File: src/rtl/hp_vpu_pkg.sv
// Shared types and decode helpers for the VPU dispatch slice.
// Latency: n/a (types, constants and a pure function only).
// Backpressure: n/a.
package hp_vpu_pkg;

    localparam logic [6:0] OPC_OPV    = 7'b1010111;
    localparam logic [6:0] OPC_VLOAD  = 7'b0000111;
    localparam logic [6:0] OPC_VSTORE = 7'b0100111;

    typedef logic [4:0] vreg_idx_t;

    // Which vector-register fields an instruction touches.
    typedef struct packed {
        logic wr;       // writes vd
        logic rd_vd;    // reads the vd field (store data, vs3)
        logic rd_vs1;
        logic rd_vs2;
    } vreg_use_t;

    typedef enum logic {
        ST_RUN   = 1'b0,
        ST_DRAIN = 1'b1
    } disp_state_t;

    function automatic vreg_use_t vreg_use(input logic [31:0] instr);
        vreg_use_t u;
        u = '0;
        case (instr[6:0])
            OPC_OPV:    u = '{wr: 1'b1, rd_vd: 1'b0, rd_vs1: 1'b1, rd_vs2: 1'b1};
            OPC_VSTORE: u = '{wr: 1'b0, rd_vd: 1'b1, rd_vs1: 1'b0, rd_vs2: 1'b1};
            OPC_VLOAD:  u = '{wr: 1'b1, rd_vd: 1'b0, rd_vs1: 1'b0, rd_vs2: 1'b1};
            default:    u = '0;
        endcase
        return u;
    endfunction

endpackage

File: src/rtl/hp_vpu_sb.sv
// 32-entry pending-write scoreboard with a 3-port hazard query.
// Latency: set/clear visible on the query one cycle later (no bypass).
// Backpressure: none; set, clear and flush are accepted every cycle.
// Ports: set/set_idx mark a pending write, clr/clr_idx retire one,
//        flush wipes all; q*_en/q*_idx are the queries, hazard is their OR.
module hp_vpu_sb
    import hp_vpu_pkg::*;
(
    input  logic      clk,
    input  logic      rst_n,
    input  logic      set,
    input  vreg_idx_t set_idx,
    input  logic      clr,
    input  vreg_idx_t clr_idx,
    input  logic      flush,
    input  logic      q0_en,
    input  vreg_idx_t q0_idx,
    input  logic      q1_en,
    input  vreg_idx_t q1_idx,
    input  logic      q2_en,
    input  vreg_idx_t q2_idx,
    output logic      hazard
);

    logic [31:0] pend;
    logic [31:0] set_mask;
    logic [31:0] clr_mask;

    assign set_mask = set ? (32'd1 << set_idx) : 32'd0;
    assign clr_mask = clr ? (32'd1 << clr_idx) : 32'd0;

    // Clear is applied before set so a same-bit collision leaves the bit set.
    always_ff @(posedge clk or negedge rst_n) begin
        if (!rst_n) begin
            pend <= '0;
        end else if (flush) begin
            pend <= '0;
        end else begin
            pend <= (pend & ~clr_mask) | set_mask;
        end
    end

    assign hazard = (q0_en && pend[q0_idx]) ||
                    (q1_en && pend[q1_idx]) ||
                    (q2_en && pend[q2_idx]);

endmodule

File: src/rtl/hp_vpu_dispatch.sv
// In-order dispatch from the VPU instruction queue to the execution pipeline.
// Latency: head popped combinationally, presented on the issue slot next cycle.
// Backpressure: holds the slot while iss_ready_i=0; stalls on hazard or inflight cap.
// Ports: iq_* queue head and pop; iss_* registered valid/ready issue slot;
//        wb_* writeback retire; flush_i starts a queue drain; busy_o, stall_cnt_o status.
module hp_vpu_dispatch
    import hp_vpu_pkg::*;
#(
    parameter int ID_W         = 4,
    parameter int MAX_INFLIGHT = 4,
    parameter int CNT_W        = 32
) (
    input  logic              clk,
    input  logic              rst_n,
    input  logic              iq_empty_i,
    input  logic [31:0]       iq_instr_i,
    input  logic [ID_W-1:0]   iq_id_i,
    input  logic [31:0]       iq_rs1_i,
    input  logic [31:0]       iq_rs2_i,
    output logic              iq_pop_o,
    output logic              iss_valid_o,
    input  logic              iss_ready_i,
    output logic [31:0]       iss_instr_o,
    output logic [ID_W-1:0]   iss_id_o,
    output logic [31:0]       iss_rs1_o,
    output logic [31:0]       iss_rs2_o,
    input  logic              wb_valid_i,
    input  logic              wb_we_i,
    input  logic [4:0]        wb_vd_i,
    input  logic              flush_i,
    output logic              busy_o,
    output logic [CNT_W-1:0]  stall_cnt_o
);

    localparam logic [3:0] MAX_IF = 4'(MAX_INFLIGHT);

    disp_state_t state, state_nxt;
    logic [3:0]  inflight;
    vreg_use_t   use_h;
    logic        hazard;
    logic        slot_free;
    logic        can_issue;
    logic        wb_retire;

    assign use_h = vreg_use(iq_instr_i);

    hp_vpu_sb u_sb (
        .clk     (clk),
        .rst_n   (rst_n),
        .set     (can_issue && use_h.wr),
        .set_idx (iq_instr_i[11:7]),
        .clr     (wb_valid_i && wb_we_i),
        .clr_idx (wb_vd_i),
        .flush   (flush_i),
        .q0_en   (use_h.wr || use_h.rd_vd),
        .q0_idx  (iq_instr_i[11:7]),
        .q1_en   (use_h.rd_vs1),
        .q1_idx  (iq_instr_i[19:15]),
        .q2_en   (use_h.rd_vs2),
        .q2_idx  (iq_instr_i[24:20]),
        .hazard  (hazard)
    );

    assign slot_free = !iss_valid_o || iss_ready_i;
    assign can_issue = (state == ST_RUN) && !iq_empty_i && !hazard && slot_free &&
                       (inflight < MAX_IF) && !flush_i;
    assign iq_pop_o  = can_issue || ((state == ST_DRAIN) && !iq_empty_i);
    assign busy_o    = (inflight != 4'd0) || iss_valid_o || (state == ST_DRAIN);

    // A writeback with nothing in flight is spurious and must not underflow.
    assign wb_retire = wb_valid_i && (inflight != 4'd0);

    always_ff @(posedge clk or negedge rst_n) begin
        if (!rst_n) begin
            state <= ST_RUN;
        end else begin
            state <= state_nxt;
        end
    end

    // A flush seen while draining simply keeps us in DRAIN.
    always_comb begin
        state_nxt = state;
        case (state)
            ST_RUN:   if (flush_i) state_nxt = ST_DRAIN;
            ST_DRAIN: if (!flush_i && iq_empty_i) state_nxt = ST_RUN;
            default:  state_nxt = ST_RUN;
        endcase
    end

    always_ff @(posedge clk or negedge rst_n) begin
        if (!rst_n) begin
            iss_valid_o <= 1'b0;
            iss_instr_o <= '0;
            iss_id_o    <= '0;
            iss_rs1_o   <= '0;
            iss_rs2_o   <= '0;
        end else if (flush_i) begin
            iss_valid_o <= 1'b0;
        end else if (can_issue) begin
            iss_valid_o <= 1'b1;
            iss_instr_o <= iq_instr_i;
            iss_id_o    <= iq_id_i;
            iss_rs1_o   <= iq_rs1_i;
            iss_rs2_o   <= iq_rs2_i;
        end else if (iss_ready_i) begin
            iss_valid_o <= 1'b0;
        end
    end

    always_ff @(posedge clk or negedge rst_n) begin
        if (!rst_n) begin
            inflight <= 4'd0;
        end else if (flush_i) begin
            inflight <= 4'd0;
        end else if (can_issue && !wb_retire) begin
            inflight <= inflight + 4'd1;
        end else if (!can_issue && wb_retire) begin
            inflight <= inflight - 4'd1;
        end
    end

    always_ff @(posedge clk or negedge rst_n) begin
        if (!rst_n) begin
            stall_cnt_o <= '0;
        end else if (flush_i) begin
            stall_cnt_o <= '0;
        end else if ((state == ST_RUN) && !iq_empty_i && !iq_pop_o &&
                     (stall_cnt_o != {CNT_W{1'b1}})) begin
            stall_cnt_o <= stall_cnt_o + CNT_W'(1);
        end
    end

endmodule

File: config.mk
export PLATFORM = sky130hd
export DESIGN_NAME = hp_vpu_dispatch
export DESIGN_NICKNAME = d
export VERILOG_FILES = /design/src/rtl/hp_vpu_pkg.sv /design/src/rtl/hp_vpu_sb.sv /design/src/rtl/hp_vpu_dispatch.sv
export SDC_FILE = /design/constraint.sdc
export NUM_CORES = 1
export LEC_CHECK = 0
export ABC_AREA = 1
export CAP_MARGIN = 40
export CORE_MARGIN = 2
export CORE_UTILIZATION = 30
export CTS_BUF_LIST = sky130_fd_sc_hd__clkbuf_2
export DETAILED_ROUTE_END_ITERATION = 8
export PLACE_DENSITY = 0.65
export SYNTH_ARGS = -nofsm -noshare
export SYNTH_HDL_FRONTEND = slang
export SYNTH_SLANG_ARGS = --single-unit
File: constraint.sdc
create_clock -name clk -period 2.55 [get_ports clk]
set_input_delay 0.51 -clock clk [delete_from_list [all_inputs] [get_ports clk]]
set_output_delay 0.51 -clock clk [all_outputs]
set_load 0.05 [all_outputs]
== Word-level counts from Yosys, hierarchy flattened ==
Index checks and enable logic that the tools add are counted.
Widths: inputs -> output; s select.
Storage, ports and cells
  register bits after elaboration: 170
  word-level logic and storage cells: 84
  input bits: 112
Cells by class
  multiplexer cells: 21
  add/subtract/negate cells: 3
  $lt $le $gt $ge: 4
  eq/ne operators: 4
  shift operators: 2
  bitwise logic cells: 5
  reduce and logical (&&, ||, !) cells: 36
Operators by type and width (number)
  $mux 32: 5
  $shl 1x5->32 const A: 2
  $add 32x1->32 const B: 1
  $and 32x32->32: 1
  $ne 32x32->1 const B: 1
  $not 32->32: 1
  $or 32x32->32: 1
  $lt 5x6->1 const B: 3
  $logic_and 1x1->1: 17
  $bmux 1 s5: 3
  $mux 4: 3
  $pmux 4 s3: 1
  $mux 1: 8
  $eq 7x3->1 const B: 1
  $eq 7x6->1 const B: 1
  $eq 7x7->1 const B: 1
  $logic_not 1->1: 7
  $logic_or 1x1->1: 7
  $reduce_bool 3->1: 2
  $add 4x1->4 const B: 1
  $lt 4x3->1 const B: 1
  $reduce_bool 4->1: 1
  $sub 4x1->4 const B: 1
  $not 1->1: 2
  3 further kinds: 3

== Longest topological paths before layout ==
  word-level depth: 17
  gate-level depth with buffers: 23

== Cells and area by module ==
A second synthesis with hierarchy kept.
Unflattened totals
  cell total of the unflattened synthesis: 1271
  area total of the unflattened synthesis: 9049.9 um^2
Modules (own cells, without submodules)
  hp_vpu_dispatch: sequential area each 3453.3 um^2, area each 6434.9 um^2, cells each 846, times used 1
  hp_vpu_sb: sequential area each 800.8 um^2, area each 2615.0 um^2, cells each 425, times used 1

== Worst setup path before layout ==
OpenSTA, ideal clock, no wires.
  path type: in2out
  start point: input iq_instr_i[20]
  end point: output iq_pop_o
  arrival: 2.367 ns
  required time: 2.040 ns
  setup slack: -0.327 ns
  cell stages on the path: 16
  cells stage by stage: buf_4 > inv_2 > buf_4 > nand2_1 > nand3_1 > nand3_1 > nand2_1 > nand2_1 > nand3_1 > nand2_1 > nand2_1 > nand2_2 > nand2_4 > buf_4 > buf_2 > o21ai_0
On the way
  cells in the longest elaborated chain, start to end: 10
Ends and longest elaborated chain
  start, declared: RTL line hp_vpu_dispatch.sv:16  | input logic [31:0] iq_instr_i,
  $bmux 1 s5: RTL line hp_vpu_sb.sv:45  | (q2_en && pend[q2_idx]);
  $mux 1 (not written as such): RTL line hp_vpu_sb.sv:45
  $logic_and 1x1->1: RTL line hp_vpu_sb.sv:45
  $logic_or 1x1->1: RTL line hp_vpu_sb.sv:44  | (q1_en && pend[q1_idx]) ||
  $logic_not 1->1: RTL line hp_vpu_dispatch.sv:65  | assign can_issue = (state == ST_RUN) && !iq_empty_i && !hazard && slot_free &&
  $logic_and 1x1->1 (3 in series): RTL line hp_vpu_dispatch.sv:65
  $logic_and 1x1->1: RTL line hp_vpu_dispatch.sv:66  | (inflight < MAX_IF) && !flush_i;
  $logic_or 1x1->1: RTL line hp_vpu_dispatch.sv:67  | assign iq_pop_o = can_issue || ((state == ST_DRAIN) && !iq_empty_i);
  end, declared: RTL line hp_vpu_dispatch.sv:20  | output logic iq_pop_o,
No other way between the ends. The select of a mux whose other input is x is not followed.

== Worst setup path after layout ==
  start point: input iq_instr_i[16]
  end point: output iq_pop_o
On the way
  cells in the longest elaborated chain, start to end: 11
Ends and longest elaborated chain
  $bmux 1 s5: RTL line hp_vpu_sb.sv:44
  $mux 1 (not written as such): RTL line hp_vpu_sb.sv:44
  $logic_and 1x1->1: RTL line hp_vpu_sb.sv:44
  $logic_or 1x1->1: RTL line hp_vpu_sb.sv:43  | assign hazard = (q0_en && pend[q0_idx]) ||
  $logic_or 1x1->1: RTL line hp_vpu_sb.sv:44
  $logic_not 1->1: RTL line hp_vpu_dispatch.sv:65
  $logic_and 1x1->1 (3 in series): RTL line hp_vpu_dispatch.sv:65
  $logic_and 1x1->1: RTL line hp_vpu_dispatch.sv:66
  $logic_or 1x1->1: RTL line hp_vpu_dispatch.sv:67
No other way between the ends. The select of a mux whose other input is x is not followed.

==> results by group <==
Run status
  – Result of the run: finished, violations left
  – Violated checks: negative setup slack

Place
  – Worst slack at placement: -0.582 ns
  – GPL Wtd Cong: 0.940
  – Count of input and output buffers: 246
  – Detail Placement HPWL: 21.5 mm

Clock tree
  – Num Clock Sinks: 170
  – CTS Root Buffer Type: sky130_fd_sc_hd__clkbuf_2
  – Number of H-tree levels: 4
  – Insertion delay to the later sink of the worst-skew pair: 0.76 ns
  – CTS tree: yes
  – Worst-case clock buffer depth: 2
  – Reg clk slew, reported paths: 0.27 ns
  – Clock buffer count from CTS: 17

Floorplan
  – Placement Rows: 63
  – I/O pin cnt: 247
  – DIE AREA: 0.0315 mm2
  – Die Width: 177 um
  – Vertical extent of the die: 177 um
  – Placeable core region: 0.0296 mm2
  – Initial Utilization: 0.304

Yosys
  – Distinct cell type count of the synthesized netlist: 34
  – Syn Area/Cell: 7.36 um2
  – Yosys warnings: 0
  – Net count after synthesis: 1341
  – Sequential fraction of the synthesis area: 0.472
  – Post-synth design cell area: 0.00902 mm2
  – Flip-flop and latch count after synthesis: 170
  – Post-Syn Instances: 1225

Cells and area
  – Util after Layout: 0.428
  – Reg area: 0.00427 mm2
  – Number of antenna repair diodes: 0
  – Ratio of cells with drive above 1 in the final layout: 0.109
  – Most common library cell in the layout ignoring fill and taps: sky130_fd_sc_hd__nand2_1
  – Number of fill cells in the layout: 3092
  – Commonest non-fill, non-tap cells in the layout: sky130_fd_sc_hd__nand2_1, sky130_fd_sc_hd__dfrtp_1, sky130_fd_sc_hd__nand3_1, sky130_fd_sc_hd__dlygate4sd2_1, sky130_fd_sc_hd__clkdlybuf4s50_1
  – Multi-input gate area in the final layout: 0.00419 mm2
  – Synthesis-to-layout area growth: 40.7%
  – Total number of nets in the final design: 1629

Setup path
  – Internal reg-to-reg setup slack: 0.11 ns
  – Source of the worst register-to-register timing path: u_sb.pend[18]$_DFF_PN0_
  – Data arrival, critical path: 2.35 ns
  – Critical setup path kind: input pin to primary output
  – Max FO, Critical Path: 9
  – Count of cells along the worst register-to-register path: 22
  – Capturing point of the worst reg2reg path: inflight[3]$_DFFE_PN0P_
  – Critical path startpoint category: input pin
  – Critical path endpoint category: primary output
  – Critical path required time: 2.04 ns

Global route
  – Via count of the first global-routing pass: 8828
  – GR Util All Layers: 0.187
  – Largest net degree at the start of global routing: 87
  – Number of antenna violations at the first check in global routing: 0
  – Wire length of the first global-routing pass: 46.6 mm
  – Total congestion overflow: 0

Timing
  – Pin slew with the least headroom to its limit: 0.678 ns
  – Worst setup skew after layout: 0.0887 ns
  – Final setup violation count: 1
  – Max Clk Rate: 350 MHz
  – Worst slew margin relative to its limit: 0.544
  – RSZ-0062 raised after global routing: true
  – Ratio of final minimum period to clock period: 1.12
  – Final Hold Fails: 0
  – Final worst path period need: 2.86 ns
  – Slack of the critical path: -0.310 ns
  – Final count of pins violating max slew: 0

Power
  – Peak supply drop: 0.557 mV
  – Part of the power in the clock network: 0.145
  – Internal power: 5.55 mW
  – Leak pwr: 6.27 nW
  – Sw Pwr: 5.59 mW
  – Sequential group share of total power: 0.348
  – Switching part of the total power: 0.502
  – Comb power frac: 0.507
  – Power Dens Cells: 878 mW/mm2
  – Overall Power: 11.1 mW

Drt
  – Iteration count of the initial detailed-routing pass: 6
  – WL per Instance: 15.5 um
  – ANT nets after route: 0
  – Number of DRC violations after detailed routing: 0
  – Routed WL: 29.7 mm
  – First DRT Iteration DRCs: 774
  – Vias post-DR: 9218
  – Via-per-instance ratio: 4.81

Min path
  – Kind of path behind the tightest hold check: input pin to async pin

Job
  – Max-cap viol count: 0
## routing by layer
| layer | up-vias | wire length [um] | track usage |
|---|---|---|---|
| li1 | 4502 | - | - |
| met2 | 360 | 13700 | 0.303 |
| met1 | 4299 | 12700 | 0.248 |
| met4 | 0 | 733 | 0.0557 |
| met3 | 57 | 2490 | 0.0439 |
| met5 | - | 0 | 0 |
## synthesized netlist by cell type
cell type | number | share of area
sky130_fd_sc_hd__nand2_4 | 2 | 0.0025
sky130_fd_sc_hd__nor3_2 | 1 | 0.0011
sky130_fd_sc_hd__inv_4 | 1 | 0.00069
sky130_fd_sc_hd__inv_2 | 4 | 0.0017
sky130_fd_sc_hd__o21ai_0 | 54 | 0.030
sky130_fd_sc_hd__dfrtp_1 | 170 | 0.47
sky130_fd_sc_hd__clkinv_1 | 3 | 0.0012
sky130_fd_sc_hd__nor4_1 | 9 | 0.0062
sky130_fd_sc_hd__clkbuf_1 | 20 | 0.0083
sky130_fd_sc_hd__nand3b_1 | 1 | 0.00083
sky130_fd_sc_hd__ha_1 | 3 | 0.0042
sky130_fd_sc_hd__inv_1 | 84 | 0.035
sky130_fd_sc_hd__or2_1 | 2 | 0.0014
sky130_fd_sc_hd__nor2_8 | 1 | 0.0022
sky130_fd_sc_hd__a31o_2 | 1 | 0.00097
sky130_fd_sc_hd__nor3_1 | 37 | 0.021
sky130_fd_sc_hd__nand2_2 | 2 | 0.0014
sky130_fd_sc_hd__buf_2 | 23 | 0.013
sky130_fd_sc_hd__xor2_1 | 28 | 0.027
sky130_fd_sc_hd__nor4_2 | 1 | 0.0014
sky130_fd_sc_hd__nand4_1 | 22 | 0.015
sky130_fd_sc_hd__a21oi_1 | 37 | 0.021
sky130_fd_sc_hd__a21oi_4 | 1 | 0.0018
sky130_fd_sc_hd__nor2_1 | 65 | 0.027
sky130_fd_sc_hd__buf_4 | 10 | 0.0083
sky130_fd_sc_hd__nor3b_1 | 1 | 0.00083
sky130_fd_sc_hd__o21ai_1 | 31 | 0.017
sky130_fd_sc_hd__buf_6 | 5 | 0.0062
sky130_fd_sc_hd__nand3_1 | 117 | 0.065
sky130_fd_sc_hd__xnor2_1 | 1 | 0.00097
sky130_fd_sc_hd__nand2_1 | 484 | 0.20
sky130_fd_sc_hd__fa_1 | 1 | 0.0022
sky130_fd_sc_hd__a21oi_2 | 1 | 0.00097
sky130_fd_sc_hd__buf_1 | 2 | 0.00083
## registers in the layout (all words and copies together), names as in the netlist
name,cells
u_sb.pend,32
stall_cnt_o,32
iss_rs2_o,32
iss_rs1_o,32
inflight,4
iss_instr_o,32
state,1
iss_valid_o,1
iss_id_o,4
## cells by family after synthesis
kind of cell	count (synthesis)	share of synthesized area
xor gates and xnor gates	29	0.0282
buffers and inverters	152	0.0751
DFF	170	0.472
and+or+nand+nor	745	0.347
AOI/OAI and AO/OA	125	0.0715
adders and majority gates	4	0.00638
## stage by stage
stage | instance area, um2 | TNS [ns] | instances | hold WS [ns]
global route | 12700 | -0.579 | 1916 | 0.0109
CTS | 12600 | -0.361 | 1912 | 0.0293
floorplan | 9060 | 0 | 1225 | 0.214
finish | 12700 | -0.310 | 1916 | 0.110
detailed placement | 12400 | -73.70 | 1875 | 0.334
global placement | 12400 | -69.90 | 1875 | 0.331
## area by class of cell
class,instances,area share
Sequential cell,170,0.337
Clock inverter,14,0.0135
Timing Repair Buffer,329,0.247
Tap cell,390,0.0385
Clock buffer,18,0.00710
Inverter,92,0.0274
Multi-Input combinational cell,903,0.330
## power groups by stage
stage / combinational [mW] / clock (mW) / sequential (mW)
2_1_floorplan: 1.06 / 0 / 6.64
6_report: 5.65 / 1.61 / 3.88
3_5_place_dp: 6.04 / 0 / 3.96
4_1_cts: 5.64 / 1.69 / 3.89
5_1_grt: 6.01 / 1.80 / 3.98
3_3_place_gp: 6.01 / 0 / 3.94
## worst max-delay path: stages
cell	delay [ns]
sky130_fd_sc_hd__clkdlybuf4s50_1	0.54
sky130_fd_sc_hd__clkinv_1	0.28
sky130_fd_sc_hd__nand3_1	0.17
sky130_fd_sc_hd__nand3_1	0.10
sky130_fd_sc_hd__nand3_1	0.10
sky130_fd_sc_hd__nand3_1	0.09
sky130_fd_sc_hd__nand2_2	0.09
sky130_fd_sc_hd__a21oi_4	0.06
sky130_fd_sc_hd__buf_6	0.13
sky130_fd_sc_hd__nand2_8	0.06
sky130_fd_sc_hd__o21ai_4	0.06
sky130_fd_sc_hd__buf_12	0.15
## how the worst max path moves through the flow
stage / slack [ns] / from / to / cells past startpoint
4_1_cts: -0.36 / u_sb.pend[27]$_DFF_PN0_ / iq_pop_o / 11
6_report: -0.31 / iq_instr_i[16] / iq_pop_o / 12
3_5_place_dp: -0.58 / iq_instr_i[7] / inflight[3]$_DFFE_PN0P_ / 21
5_1_grt: -0.51 / u_sb.pend[30]$_DFF_PN0_ / iq_pop_o / 14
2_1_floorplan: 0.0004 / iq_instr_i[15] / inflight[3]$_DFFE_PN0P_ / 19
3_3_place_gp: -0.58 / iq_instr_i[7] / inflight[3]$_DFFE_PN0P_ / 21
## what timing repair did
action / CTS / global route
pin swaps: 12 / 17
endpoints found under the setup margin: 115 / 28
buffers inserted: 5 / 5
endpoints found under the hold margin: 170 / 0
gates resized for setup: 136 / 39
hold buffers: 1 / 0
Note: power is estimated with default switching activity, not from simulation.
